--- src/rtl/axi4_lite_regfile_slave_pkg.sv ---
// Shared definitions for the AXI4-lite register-file slave.
//   resp_t     : AXI response encoding used on BRESP/RRESP.
//   ADDR_LSB   : byte-address bits below the 32-bit word index.
//   DEFAULT_ID : default contents of the read-only register 0.
//   to_index() : byte address -> word index. The result keeps every upper
//                address bit, so callers can range-check the full address
//                and slice off the low bits for the array index.
package axi4_lite_pkg;

  typedef enum logic [1:0] {
    OKAY   = 2'b00,
    SLVERR = 2'b10
  } resp_t;

  localparam int          ADDR_LSB   = 2;
  localparam logic [31:0] DEFAULT_ID = 32'hA11C_0001;

  function automatic logic [63:0] to_index(input logic [63:0] addr);
    return addr >> ADDR_LSB;
  endfunction

endpackage

--- src/rtl/axi4_lite_regfile_slave_if.sv ---
// AXI4-lite signal bundle (AW/W/B/AR/R channels).
//   master modport : drives addresses, data, valids and B/R readies.
//   slave modport  : drives A/W readies, responses and B/R valids.
interface axi4_lite_if #(
  parameter int ADDR_WIDTH = 32,
  parameter int DATA_WIDTH = 32
);
  import axi4_lite_pkg::*;

  logic [ADDR_WIDTH-1:0] AWADDR;
  logic                  AWVALID;
  logic                  AWREADY;
  logic [DATA_WIDTH-1:0] WDATA;
  logic                  WVALID;
  logic                  WREADY;
  logic [1:0]            BRESP;
  logic                  BVALID;
  logic                  BREADY;
  logic [ADDR_WIDTH-1:0] ARADDR;
  logic                  ARVALID;
  logic                  ARREADY;
  logic [DATA_WIDTH-1:0] RDATA;
  logic [1:0]            RRESP;
  logic                  RVALID;
  logic                  RREADY;

  modport master (
    output AWADDR, AWVALID, WDATA, WVALID, BREADY, ARADDR, ARVALID, RREADY,
    input  AWREADY, WREADY, BRESP, BVALID, ARREADY, RDATA, RRESP, RVALID
  );

  modport slave (
    input  AWADDR, AWVALID, WDATA, WVALID, BREADY, ARADDR, ARVALID, RREADY,
    output AWREADY, WREADY, BRESP, BVALID, ARREADY, RDATA, RRESP, RVALID
  );

endinterface

--- src/rtl/axi4_lite_regfile_slave_wr_ctrl.sv ---
// Write-side controller: one-entry hold buffers for AW and W, commit
// decision, and the B channel.
//   clk, rst          : clock, synchronous active-high reset.
//   awaddr/awvalid/awready, wdata/wvalid/wready : write address/data channels.
//   bresp/bvalid/bready : write response channel.
//   reg_we/reg_idx/reg_wdata : register write strobe into the top-level array.
// A commit fires when both buffers are full and no response is outstanding;
// both buffers drain in that same cycle so the readies rise the next cycle.
module axi4_lite_regfile_wr_ctrl
  import axi4_lite_pkg::*;
#(
  parameter int ADDR_WIDTH = 32,
  parameter int DATA_WIDTH = 32,
  parameter int NUM_REGS   = 16
) (
  input  logic                        clk,
  input  logic                        rst,
  input  logic [ADDR_WIDTH-1:0]       awaddr,
  input  logic                        awvalid,
  output logic                        awready,
  input  logic [DATA_WIDTH-1:0]       wdata,
  input  logic                        wvalid,
  output logic                        wready,
  output logic [1:0]                  bresp,
  output logic                        bvalid,
  input  logic                        bready,
  output logic                        reg_we,
  output logic [$clog2(NUM_REGS)-1:0] reg_idx,
  output logic [DATA_WIDTH-1:0]       reg_wdata
);

  localparam int IDX_W = $clog2(NUM_REGS);

  logic                  aw_full;
  logic                  w_full;
  logic [ADDR_WIDTH-1:0] aw_addr_q;
  logic [DATA_WIDTH-1:0] w_data_q;
  logic                  bvalid_q;
  resp_t                 bresp_q;

  logic [63:0]           word_idx;
  logic                  in_range;
  logic                  wr_ok;
  logic                  commit;

  // Decode of the buffered address; register 0 is read-only, so writes to it
  // are rejected just like out-of-range addresses.
  always_comb begin
    word_idx = to_index(64'(aw_addr_q));
    in_range = (word_idx < 64'(NUM_REGS));
    wr_ok    = in_range && (word_idx != 64'd0);
    commit   = aw_full && w_full && !bvalid_q;
  end

  assign awready   = !aw_full;
  assign wready    = !w_full;
  assign bvalid    = bvalid_q;
  assign bresp     = bresp_q;
  assign reg_we    = commit && wr_ok;
  assign reg_idx   = word_idx[IDX_W-1:0];
  assign reg_wdata = w_data_q;

  // Buffer flags and B channel. Commit only happens with both flags set, so
  // a handshake can never coincide with the drain.
  always_ff @(posedge clk) begin
    if (rst) begin
      aw_full  <= 1'b0;
      w_full   <= 1'b0;
      bvalid_q <= 1'b0;
      bresp_q  <= OKAY;
    end else begin
      if (commit) begin
        aw_full <= 1'b0;
        w_full  <= 1'b0;
      end else begin
        if (awvalid && !aw_full) aw_full <= 1'b1;
        if (wvalid && !w_full)   w_full  <= 1'b1;
      end

      if (commit) begin
        bvalid_q <= 1'b1;
        bresp_q  <= wr_ok ? OKAY : SLVERR;
      end else if (bvalid_q && bready) begin
        bvalid_q <= 1'b0;
      end
    end
  end

  // Buffer payloads: qualified by the full flags, so they need no reset.
  always_ff @(posedge clk) begin
    if (awvalid && !aw_full) aw_addr_q <= awaddr;
    if (wvalid && !w_full)   w_data_q  <= wdata;
  end

endmodule

--- src/rtl/axi4_lite_regfile_slave.sv ---
// AXI4-lite slave implementing a bank of NUM_REGS 32-bit registers.
//   ACLK, ARESET : clock, synchronous active-high reset.
//   bus          : AXI4-lite slave port (AW/W/B/AR/R).
//   regs_o       : flat view of all registers, register i at [i*32 +: 32].
// Register 0 always reads ID_VALUE and ignores writes. Reads have a
// one-cycle registered latency and run independently of the write path.
module axi4_lite_regfile_slave
  import axi4_lite_pkg::*;
#(
  parameter int                    ADDR_WIDTH = 32,
  parameter int                    DATA_WIDTH = 32,
  parameter int                    NUM_REGS   = 16,
  parameter logic [DATA_WIDTH-1:0] ID_VALUE   = DEFAULT_ID
) (
  input  logic                           ACLK,
  input  logic                           ARESET,
  axi4_lite_if.slave                     bus,
  output logic [NUM_REGS*DATA_WIDTH-1:0] regs_o
);

  localparam int IDX_W = $clog2(NUM_REGS);

  logic [DATA_WIDTH-1:0] regs [NUM_REGS];

  logic                  reg_we;
  logic [IDX_W-1:0]      reg_idx;
  logic [DATA_WIDTH-1:0] reg_wdata;

  logic [63:0]           ar_word;
  logic [IDX_W-1:0]      ar_idx;
  logic                  ar_in_range;
  logic                  ar_hs;

  logic                  rd_vld_p1;
  logic [DATA_WIDTH-1:0] rd_data_p1;
  resp_t                 rd_resp_p1;

  axi4_lite_regfile_wr_ctrl #(
    .ADDR_WIDTH (ADDR_WIDTH),
    .DATA_WIDTH (DATA_WIDTH),
    .NUM_REGS   (NUM_REGS)
  ) u_wr_ctrl (
    .clk       (ACLK),
    .rst       (ARESET),
    .awaddr    (bus.AWADDR),
    .awvalid   (bus.AWVALID),
    .awready   (bus.AWREADY),
    .wdata     (bus.WDATA),
    .wvalid    (bus.WVALID),
    .wready    (bus.WREADY),
    .bresp     (bus.BRESP),
    .bvalid    (bus.BVALID),
    .bready    (bus.BREADY),
    .reg_we    (reg_we),
    .reg_idx   (reg_idx),
    .reg_wdata (reg_wdata)
  );

  // Register array. Entry 0 is loaded with the ID on reset and the write
  // controller never strobes it, so it stays constant.
  always_ff @(posedge ACLK) begin
    if (ARESET) begin
      for (int i = 0; i < NUM_REGS; i++) begin
        regs[i] <= (i == 0) ? ID_VALUE : '0;
      end
    end else if (reg_we) begin
      regs[reg_idx] <= reg_wdata;
    end
  end

  for (genvar g = 0; g < NUM_REGS; g++) begin : g_regs_o
    assign regs_o[g*DATA_WIDTH +: DATA_WIDTH] = regs[g];
  end

  always_comb begin
    ar_word     = to_index(64'(bus.ARADDR));
    ar_idx      = ar_word[IDX_W-1:0];
    ar_in_range = (ar_word < 64'(NUM_REGS));
    ar_hs       = bus.ARVALID && !rd_vld_p1;
  end

  // ---- read stage p1: registered R channel ----
  // The array is sampled before any same-edge commit lands, so a read that
  // coincides with a write to the same register returns the old value.
  always_ff @(posedge ACLK) begin
    if (ARESET) begin
      rd_vld_p1  <= 1'b0;
      rd_data_p1 <= '0;
      rd_resp_p1 <= OKAY;
    end else if (ar_hs) begin
      rd_vld_p1  <= 1'b1;
      rd_data_p1 <= ar_in_range ? regs[ar_idx] : '0;
      rd_resp_p1 <= ar_in_range ? OKAY : SLVERR;
    end else if (rd_vld_p1 && bus.RREADY) begin
      rd_vld_p1 <= 1'b0;
    end
  end

  assign bus.ARREADY = !rd_vld_p1;
  assign bus.RVALID  = rd_vld_p1;
  assign bus.RDATA   = rd_data_p1;
  assign bus.RRESP   = rd_resp_p1;

endmodule

--- src/flat_wrapper.sv ---
// flat-port wrapper written by rule: the top's interface ports become plain ports
module axi4_lite_regfile_slave_flat import axi4_lite_pkg::*;
#(
  parameter int                    ADDR_WIDTH = 32,
  parameter int                    DATA_WIDTH = 32,
  parameter int                    NUM_REGS   = 16,
  parameter logic [DATA_WIDTH-1:0] ID_VALUE   = DEFAULT_ID
)
  (ACLK, ARESET, regs_o, bus_AWADDR, bus_AWVALID, bus_WDATA, bus_WVALID, bus_BREADY, bus_ARADDR, bus_ARVALID, bus_RREADY, bus_AWREADY, bus_WREADY, bus_BRESP, bus_BVALID, bus_ARREADY, bus_RDATA, bus_RRESP, bus_RVALID);
  axi4_lite_if #(.ADDR_WIDTH(ADDR_WIDTH), .DATA_WIDTH(DATA_WIDTH)) bus_i ();
  input  logic ACLK;
  input  logic ARESET;
  output logic [NUM_REGS*DATA_WIDTH-1:0] regs_o;
  input wire logic [$bits(bus_i.AWADDR)-1:0] bus_AWADDR;
  input wire logic [$bits(bus_i.AWVALID)-1:0] bus_AWVALID;
  input wire logic [$bits(bus_i.WDATA)-1:0] bus_WDATA;
  input wire logic [$bits(bus_i.WVALID)-1:0] bus_WVALID;
  input wire logic [$bits(bus_i.BREADY)-1:0] bus_BREADY;
  input wire logic [$bits(bus_i.ARADDR)-1:0] bus_ARADDR;
  input wire logic [$bits(bus_i.ARVALID)-1:0] bus_ARVALID;
  input wire logic [$bits(bus_i.RREADY)-1:0] bus_RREADY;
  output wire logic [$bits(bus_i.AWREADY)-1:0] bus_AWREADY;
  output wire logic [$bits(bus_i.WREADY)-1:0] bus_WREADY;
  output wire logic [$bits(bus_i.BRESP)-1:0] bus_BRESP;
  output wire logic [$bits(bus_i.BVALID)-1:0] bus_BVALID;
  output wire logic [$bits(bus_i.ARREADY)-1:0] bus_ARREADY;
  output wire logic [$bits(bus_i.RDATA)-1:0] bus_RDATA;
  output wire logic [$bits(bus_i.RRESP)-1:0] bus_RRESP;
  output wire logic [$bits(bus_i.RVALID)-1:0] bus_RVALID;
  assign bus_i.AWADDR = bus_AWADDR;
  assign bus_i.AWVALID = bus_AWVALID;
  assign bus_i.WDATA = bus_WDATA;
  assign bus_i.WVALID = bus_WVALID;
  assign bus_i.BREADY = bus_BREADY;
  assign bus_i.ARADDR = bus_ARADDR;
  assign bus_i.ARVALID = bus_ARVALID;
  assign bus_i.RREADY = bus_RREADY;
  assign bus_AWREADY = bus_i.AWREADY;
  assign bus_WREADY = bus_i.WREADY;
  assign bus_BRESP = bus_i.BRESP;
  assign bus_BVALID = bus_i.BVALID;
  assign bus_ARREADY = bus_i.ARREADY;
  assign bus_RDATA = bus_i.RDATA;
  assign bus_RRESP = bus_i.RRESP;
  assign bus_RVALID = bus_i.RVALID;
  axi4_lite_regfile_slave #(.ADDR_WIDTH(ADDR_WIDTH), .DATA_WIDTH(DATA_WIDTH), .NUM_REGS(NUM_REGS), .ID_VALUE(ID_VALUE)) u_core (.ACLK(ACLK), .ARESET(ARESET), .bus(bus_i), .regs_o(regs_o));
endmodule
--- config.mk ---
export PLATFORM = sky130hd
export DESIGN_NAME = axi4_lite_regfile_slave_flat
export DESIGN_NICKNAME = d
export VERILOG_FILES = /design/src/rtl/axi4_lite_regfile_slave_pkg.sv /design/src/rtl/axi4_lite_regfile_slave_if.sv /design/src/rtl/axi4_lite_regfile_slave_wr_ctrl.sv /design/src/rtl/axi4_lite_regfile_slave.sv /design/src/flat_wrapper.sv
export SDC_FILE = /design/constraint.sdc
export NUM_CORES = 1
export LEC_CHECK = 0
export CORE_AREA = 5 5 254 256
export DETAILED_ROUTE_END_ITERATION = 8
export DIE_AREA = 0 0 259 261
export PLACE_DENSITY = 0.72
export SYNTH_ARGS = -nofsm -noshare
export SYNTH_HDL_FRONTEND = slang
export SYNTH_HIERARCHICAL = 1
export SYNTH_SLANG_ARGS = --single-unit
export TNS_END_PERCENT = 100
--- constraint.sdc ---
create_clock -name ACLK -period 3.4 [get_ports ACLK]
set_input_delay 0.34 -clock ACLK [delete_from_list [all_inputs] [get_ports ACLK]]
set_output_delay 0.34 -clock ACLK [all_outputs]
set_load 0.05 [all_outputs]
==> results of run 1 <==
==> flip-flops by register name, indices dropped and copies added (netlist names) <==
name / count
u_core/u_wr_ctrl/reg_wdata: 32
u_core/bus.RRESP: 1
u_core/bus.RVALID: 1
u_core/u_wr_ctrl/bresp: 1
u_core/u_wr_ctrl/w_full: 1
u_core/regs: 512
u_core/u_wr_ctrl/bvalid: 1
u_core/u_wr_ctrl/aw_addr_q: 30
u_core/bus.RDATA: 32
u_core/u_wr_ctrl/aw_full: 1
==> logic make-up (layout without fill, tap and decap cells) <==
kind of cell	Yosys count	count (layout)	synth area share
AND/OR/NAND/NOR	627	627	0.141
flip-flops	612	612	0.663
multiplexers	256	256	0.0959
AO/OA/AOI/OAI	228	228	0.0728
buffers and inverters	169	868	0.0274
other	2	2	0.000277
==> per-stage QoR <==
stage | instance area, µm² | setup WS (ns) | hold WS (ns) | std cells
3_5_place_dp | 35300 | 0.429 | 0.504 | 3315
4_1_cts | 37400 | 0.363 | 0.243 | 3439
2_1_floorplan | 27100 | 0.423 | 0.409 | 1894
3_3_place_gp | 35300 | 0.431 | 0.497 | 3315
6_report | 37400 | 0.338 | 0.281 | 3439
5_1_grt | 37400 | 0.119 | 0.261 | 3439
==> cell type report <==
type                    count  area (µm²)
fillers                  4792       24800
clock inverters            28         241
repair buffers            741        7660
flip-flops and latches    612       18000
well taps                 846        1060
multi-input cells        1113        8570
inverters                   3        11.3
clock buffers              96        1890
==> synthesized netlist by cell type (28+ instances only) <==
library cell,n
a221oi_1,66
a221oi_2,30
a22oi_1,64
and2_1,506
buf_2,28
clkbuf_1,118
dfxtp_1,38
edfxtp_1,574
mux2_2,32
mux2i_1,224
nand2_1,35
o21a_1,34
o22ai_1,32
==> power by group through the flow <==
stage	clock network (mW)	registers [mW]	logic, mW
4_1_cts	7.15	8.74	2.32
2_1_floorplan	0	9.52	0.617
3_3_place_gp	0	8.89	2.30
5_1_grt	7.48	8.78	2.38
3_5_place_dp	0	8.90	2.31
6_report	7.06	8.75	2.32
==> worst paths after layout <==
| kind | startpoint | end | slack [ns] | depth (start not counted) |
|---|---|---|---|---|
| max | u_core/u_wr_ctrl/aw_addr_q[18] | u_core/regs[1][7] | 0.34 | 8 |
| min reg2reg | u_core/bus.RDATA[14] | u_core/bus.RDATA[14] | 0.52 | 2 |
| max reg2reg | u_core/u_wr_ctrl/aw_addr_q[18] | u_core/regs[1][7] | 0.34 | 8 |
| min | bus_AWADDR[2] | u_core/u_wr_ctrl/aw_addr_q[2] | 0.28 | 1 |
==> layer usage <==
layer / part of all wire / vias to the layer above / GRT usage / routed length (µm)
li1: - / 8312 / - / -
met1: 0.36 / 9823 / 0.376 / 37800
met2: 0.48 / 1415 / 0.488 / 49800
met3: 0.11 / 220 / 0.0712 / 11600
met4: 0.044 / 0 / 0.117 / 4550
met5: 0 / - / 0 / 0
==> cells in the final DEF, fill, tap and decap left out, types with 16 or more instances in the layout <==
master           netlist  final
mux2i_1              224    224
dfxtp_1               38     38
clkbuf_16              0     70
or2_2                 16     16
clkdlybuf4s50_1        0    646
nand2_1               35     34
o22ai_1               32     32
and2_1               506    505
mux2_2                32     32
buf_12                 0     38
a221oi_1              66     66
clkbuf_1             118     22
buf_4                 12     56
edfxtp_1             574    574
a22oi_1               64     64
a221oi_2              30     30
o21a_1                34     34
==> critical path, stage by stage (launching register included) <==
cell	delay [ns]
edfxtp_1	0.36
nor4_1	0.46
nand4_2	0.20
nor3_2	0.41
nor3b_1	0.33
nand2_1	0.28
nor3_2	0.21
buf_4	0.45
and2_1	0.21
==> flow_metrics.tcl, run 1 <==
set metrics [dict create \
    antenna_found_initial 1 \
    dr.pass1.iters 5 \
    required_ns 3.87 \
    port_buffers 649 \
    grt_remaining_overflow 0 \
    wl_um 104000 \
    syn_inst 1894 \
    post-route-min-period_ns 3.06 \
    grt_pass1_vias 19600 \
    p_per_area_nw_per_um2 484 \
    outcome "completed" \
    grt_pass1_wl_um 143000 \
    slew_headroom 0.369 \
    nNetsFinal 2642 \
    final_core_util 0.601 \
    setup_viol 0 \
    cts.sink_count 612 \
    power_leakage_nw 13.8 \
    drc 0 \
    power_mw 18.1 \
    start_util 0.436 \
    synth-seq-area-share 0.663 \
    worstMarginPinSlew_ns 0.947 \
    cts_resized 0 \
    io-pin-count 656 \
    clk_pin_slew_ns 0.06 \
    fin_crit_sh 0.901 \
    crit_fanout 32 \
    yosysWarningCount 6 \
    route.vias.total 19800 \
    synth_cell_types 40 \
    synthTopCellsByArea "edfxtp_1, and2_1, mux2i_1" \
    cap_violations 0 \
    core_area_um2 62300 \
    detail_route.iter0.violations 2344 \
    synth_seq_cells 612 \
    synth_ff_type "edfxtp_1" \
    synth_edf_count 574 \
    cts_root_buffer "clkbuf_16" \
    drive_gt1_frac 0.117 \
    die_h_um 261 \
    skew_ns 0.0350 \
    tns_ns 0 \
    vdd_drop_max_v 0.000404 \
    critPathArrivalTime_ns 3.53 \
    track_usage 0.294 \
    antennaDiodeCount 0 \
    syn_avg_cell_area_um2 14.3 \
    wl_per_cell_um 30.2 \
    grt_max_degree 65 \
    dieArea_um2 67600 \
    synth_top_area_frac 0.635 \
    pwr-share-clk 0.389 \
    areaGrowthSynthToFinish_pct 37.9 \
    crit_type "reg2reg" \
    syn-num-nets 1997 \
    cts_tree "yes" \
    syn_area_um2 27100 \
    clk_latency_ns 0.61 \
    rsz0062_at_grt "no" \
    end_kind "flop" \
    swShare 0.265 \
    antenna_left 0 \
    htree_levels 3 \
    hold_viol_final 0 \
    worstHoldPathType "in2reg" \
    postCtsSetupBuffers 0 \
    rows 92 \
    power_frac_seq 0.483 \
    fp.dieW_um 259 \
    slew_viol_final 0 \
    synth.largest_area_cell "edfxtp_1" \
    hold_buffers 0 \
    cp-start-kind "flop" \
    numCtsBuffers 68 \
    cts.path.max_buffers 3 \
    switchingPower_mw 4.81 \
    combPwrFrac 0.128 \
    gp_congestion 0.884 \
    dpl.hpwl_um 74600 \
    p_int_mw 13.3 \
    timing.fmax_mhz 327 \
    viasPerCell 5.75 \
    synthArstFlopShare 0 \
]
Power figures use the tool's default switching activity.
==> run 2: changes to the inputs <==
--- a/config.mk
+++ b/config.mk
@@ -9,6 +9,7 @@
 export DETAILED_ROUTE_END_ITERATION = 8
 export DIE_AREA = 0 0 259 261
 export PLACE_DENSITY = 0.72
+export SKIP_LAST_GASP = 1
 export SYNTH_ARGS = -nofsm -noshare
 export SYNTH_HDL_FRONTEND = slang
 export SYNTH_HIERARCHICAL = 1
==> results of run 2 <==
The final DEF is identical to that of run 1; final timing and power are the same.
==> run 3: changes to the inputs <==
--- a/config.mk
+++ b/config.mk
@@ -5,10 +5,11 @@
 export SDC_FILE = /design/constraint.sdc
 export NUM_CORES = 1
 export LEC_CHECK = 0
-export CORE_AREA = 5 5 254 256
+export CORE_AREA = 2 2 258 260
+export CTS_CLUSTER_DIAMETER = 200
 export DETAILED_ROUTE_END_ITERATION = 8
-export DIE_AREA = 0 0 259 261
-export PLACE_DENSITY = 0.72
+export DIE_AREA = 0 0 260 262
+export PLACE_DENSITY = 0.69
 export SKIP_LAST_GASP = 1
 export SYNTH_ARGS = -nofsm -noshare
 export SYNTH_HDL_FRONTEND = slang
==> run 3 against run 2 <==
- die area increased by 0.77%
- sequential power about the same
- critical path type unchanged
- sequential share of layout area increased by 0.46 points
- worst hold slack improved by 0.013 ns
- power increased by 1.0%
- first-iteration DRC count decreased by 2.2%
- final area decreased by 0.96%
- utilization decreased by 3.3 points
- largest cell class unchanged
==> flow_metrics.tcl, run 3 (synthesis gave the netlist of run 1 again) <==
set metrics [dict create \
    hold_start "bus_WDATA[2]" \
    fp.dieW_um 260 \
    cp-start-kind "flop" \
    rsz0062_at_grt "no" \
    dieArea_um2 68100 \
    core_area_um2 65300 \
    grt_pass1_wl_um 142000 \
    tns_ns 0 \
    rows 94 \
    dpl-instance-area_um2 34900 \
    grt_remaining_overflow 0 \
    power_leakage_nw 13.6 \
    grt_pass1_vias 19500 \
    route.vias.total 19600 \
    wl_um 104000 \
    skew_ns 0.0229 \
    combPwrFrac 0.125 \
    gp_congestion 0.893 \
    start_util 0.416 \
    die_h_um 262 \
    p_int_mw 13.6 \
    swShare 0.260 \
    reg2reg_depth 8 \
    htree_levels 3 \
    whs_endpoint "u_core/u_wr_ctrl/reg_wdata[2]" \
    antenna_found_initial 6 \
    viasPerCell 5.71 \
    track_usage 0.297 \
    drive_gt1_frac 0.109 \
    finalWorstSetupSlack_ns 0.257 \
    wl_per_cell_um 30.4 \
    drc 0 \
    slew_headroom 0.364 \
    worstHoldPathType "in2reg" \
    hold_depth 1 \
    fin_hold_ws_ns 0.293 \
    numCtsBuffers 68 \
    critPathArrivalTime_ns 3.47 \
    finalInstanceArea_um2 37100 \
    vdd_drop_max_v 0.000305 \
    final_common_cell "clkdlybuf4s50_1" \
    outcome "completed" \
    largest_reg_flops 512 \
    p_per_area_nw_per_um2 494 \
    r2r_end "u_core/regs[0][31]" \
    clk_latency_ns 0.60 \
    final_cell_mix "clkdlybuf4s50_1, edfxtp_1, and2_1" \
    timing.fmax_mhz 318 \
    setup_viol 0 \
    cts.sink_count 612 \
    dpl.hpwl_um 69300 \
    grt_max_degree 97 \
    power_frac_seq 0.477 \
    slew_viol_final 0 \
    io-pin-count 656 \
    fillers 5193 \
    antenna_left 0 \
    post-route-min-period_ns 3.14 \
    multi_input_area_um2 8570 \
    dr.pass1.iters 6 \
    clk_pin_slew_ns 0.06 \
    required_ns 3.73 \
    fin_crit_sh 0.924 \
    reg2reg_slack_ns 0.26 \
    port_buffers 649 \
    areaGrowthSynthToFinish_pct 36.6 \
    pwr-share-clk 0.398 \
    detail_route.iter0.violations 2293 \
    crit_type "reg2reg" \
    switchingPower_mw 4.76 \
    cap_violations 0 \
    hold_buffers 0 \
    hold_viol_final 0 \
    power_mw 18.3 \
    regMostFlops "u_core/regs" \
    worstMarginPinSlew_ns 0.954 \
    end_kind "flop" \
    cts_resized 0 \
    cts.path.max_buffers 3 \
    r2r-start "u_core/u_wr_ctrl/aw_addr_q[15]" \
    nNetsFinal 2618 \
    crit_fanout 32 \
    cts_tree "yes" \
    cts_root_buffer "clkbuf_16" \
    postCtsSetupBuffers 0 \
    pre_cts_ws_ns 0.343 \
    seqCellArea_um2 18000 \
]
==> run 3: cell count changes in the layout (fill, tap and decap cells not counted), sizes merged <==
cell	before	now
inv	6	4
buf	95	71
clkinv	17	11
clkinvlp	6	1
bufinv	2	3
clkbuf	96	106
diode	0	2
==> run 3: power groups by stage <==
| stage | Sequential (mW) | Clock [mW] | Combinational [mW] |
|---|---|---|---|
| after global placement | 8.87 | 0 | 2.26 |
| final | 8.74 | 7.29 | 2.29 |
| after global routing | 8.76 | 7.64 | 2.35 |
| after detailed placement | 8.89 | 0 | 2.28 |
| after floorplan | 9.52 | 0 | 0.617 |
| after CTS | 8.73 | 7.36 | 2.29 |
==> run 3: worst max-delay path, stage by stage (launching register included) <==
cell and delay (ns):
edfxtp_1 0.37, nor4_1 0.48, nand4_1 0.23, nor3_2 0.34, nor3b_1 0.30, nand2b_1 0.30
nor3_4 0.21, buf_4 0.49, nand2b_1 0.12
==> run 3: through the flow <==
stage / cells / util
finish: 3433 / 0.568
detailed placement: 3309 / 0.534
floorplan: 1894 / -
global route: 3431 / 0.568
global placement: 3309 / 0.534
CTS: 3431 / 0.568
==> run 3: worst max path at each step <==
stage | endpoint | depth (start not counted) | slack [ns] | from
after floorplan | u_core/regs[0][0] | 7 | 0.42 | u_core/u_wr_ctrl/bvalid
after global placement | u_core/regs[0][31] | 8 | 0.36 | u_core/u_wr_ctrl/aw_addr_q[30]
after detailed placement | u_core/regs[0][31] | 8 | 0.34 | u_core/u_wr_ctrl/aw_addr_q[10]
after CTS | u_core/regs[0][31] | 8 | 0.34 | u_core/u_wr_ctrl/aw_addr_q[10]
after global routing | u_core/regs[0][19] | 8 | 0.18 | u_core/u_wr_ctrl/aw_addr_q[8]
final | u_core/regs[0][31] | 8 | 0.26 | u_core/u_wr_ctrl/aw_addr_q[15]
==> run 3: cell type report <==
cell class / count / share of cell area
clock inverter: 16 / 0.00425
antenna: 2 / 0.000135
inverter: 3 / 0.000304
multi-input combinational: 1113 / 0.231
clock buffer: 106 / 0.0548
timing repair buffer: 717 / 0.195
tap: 864 / 0.0292
sequential: 612 / 0.485
==> run 3: routing by layer <==
metal,vias up,wire length [µm],share of wire,global-route usage
met5,-,12,0.00011,0
met4,2,3540,0.034,0.114
met3,202,10900,0.10,0.0664
met2,1336,51200,0.49,0.500
met1,9805,38800,0.37,0.374
li1,8265,-,-,-
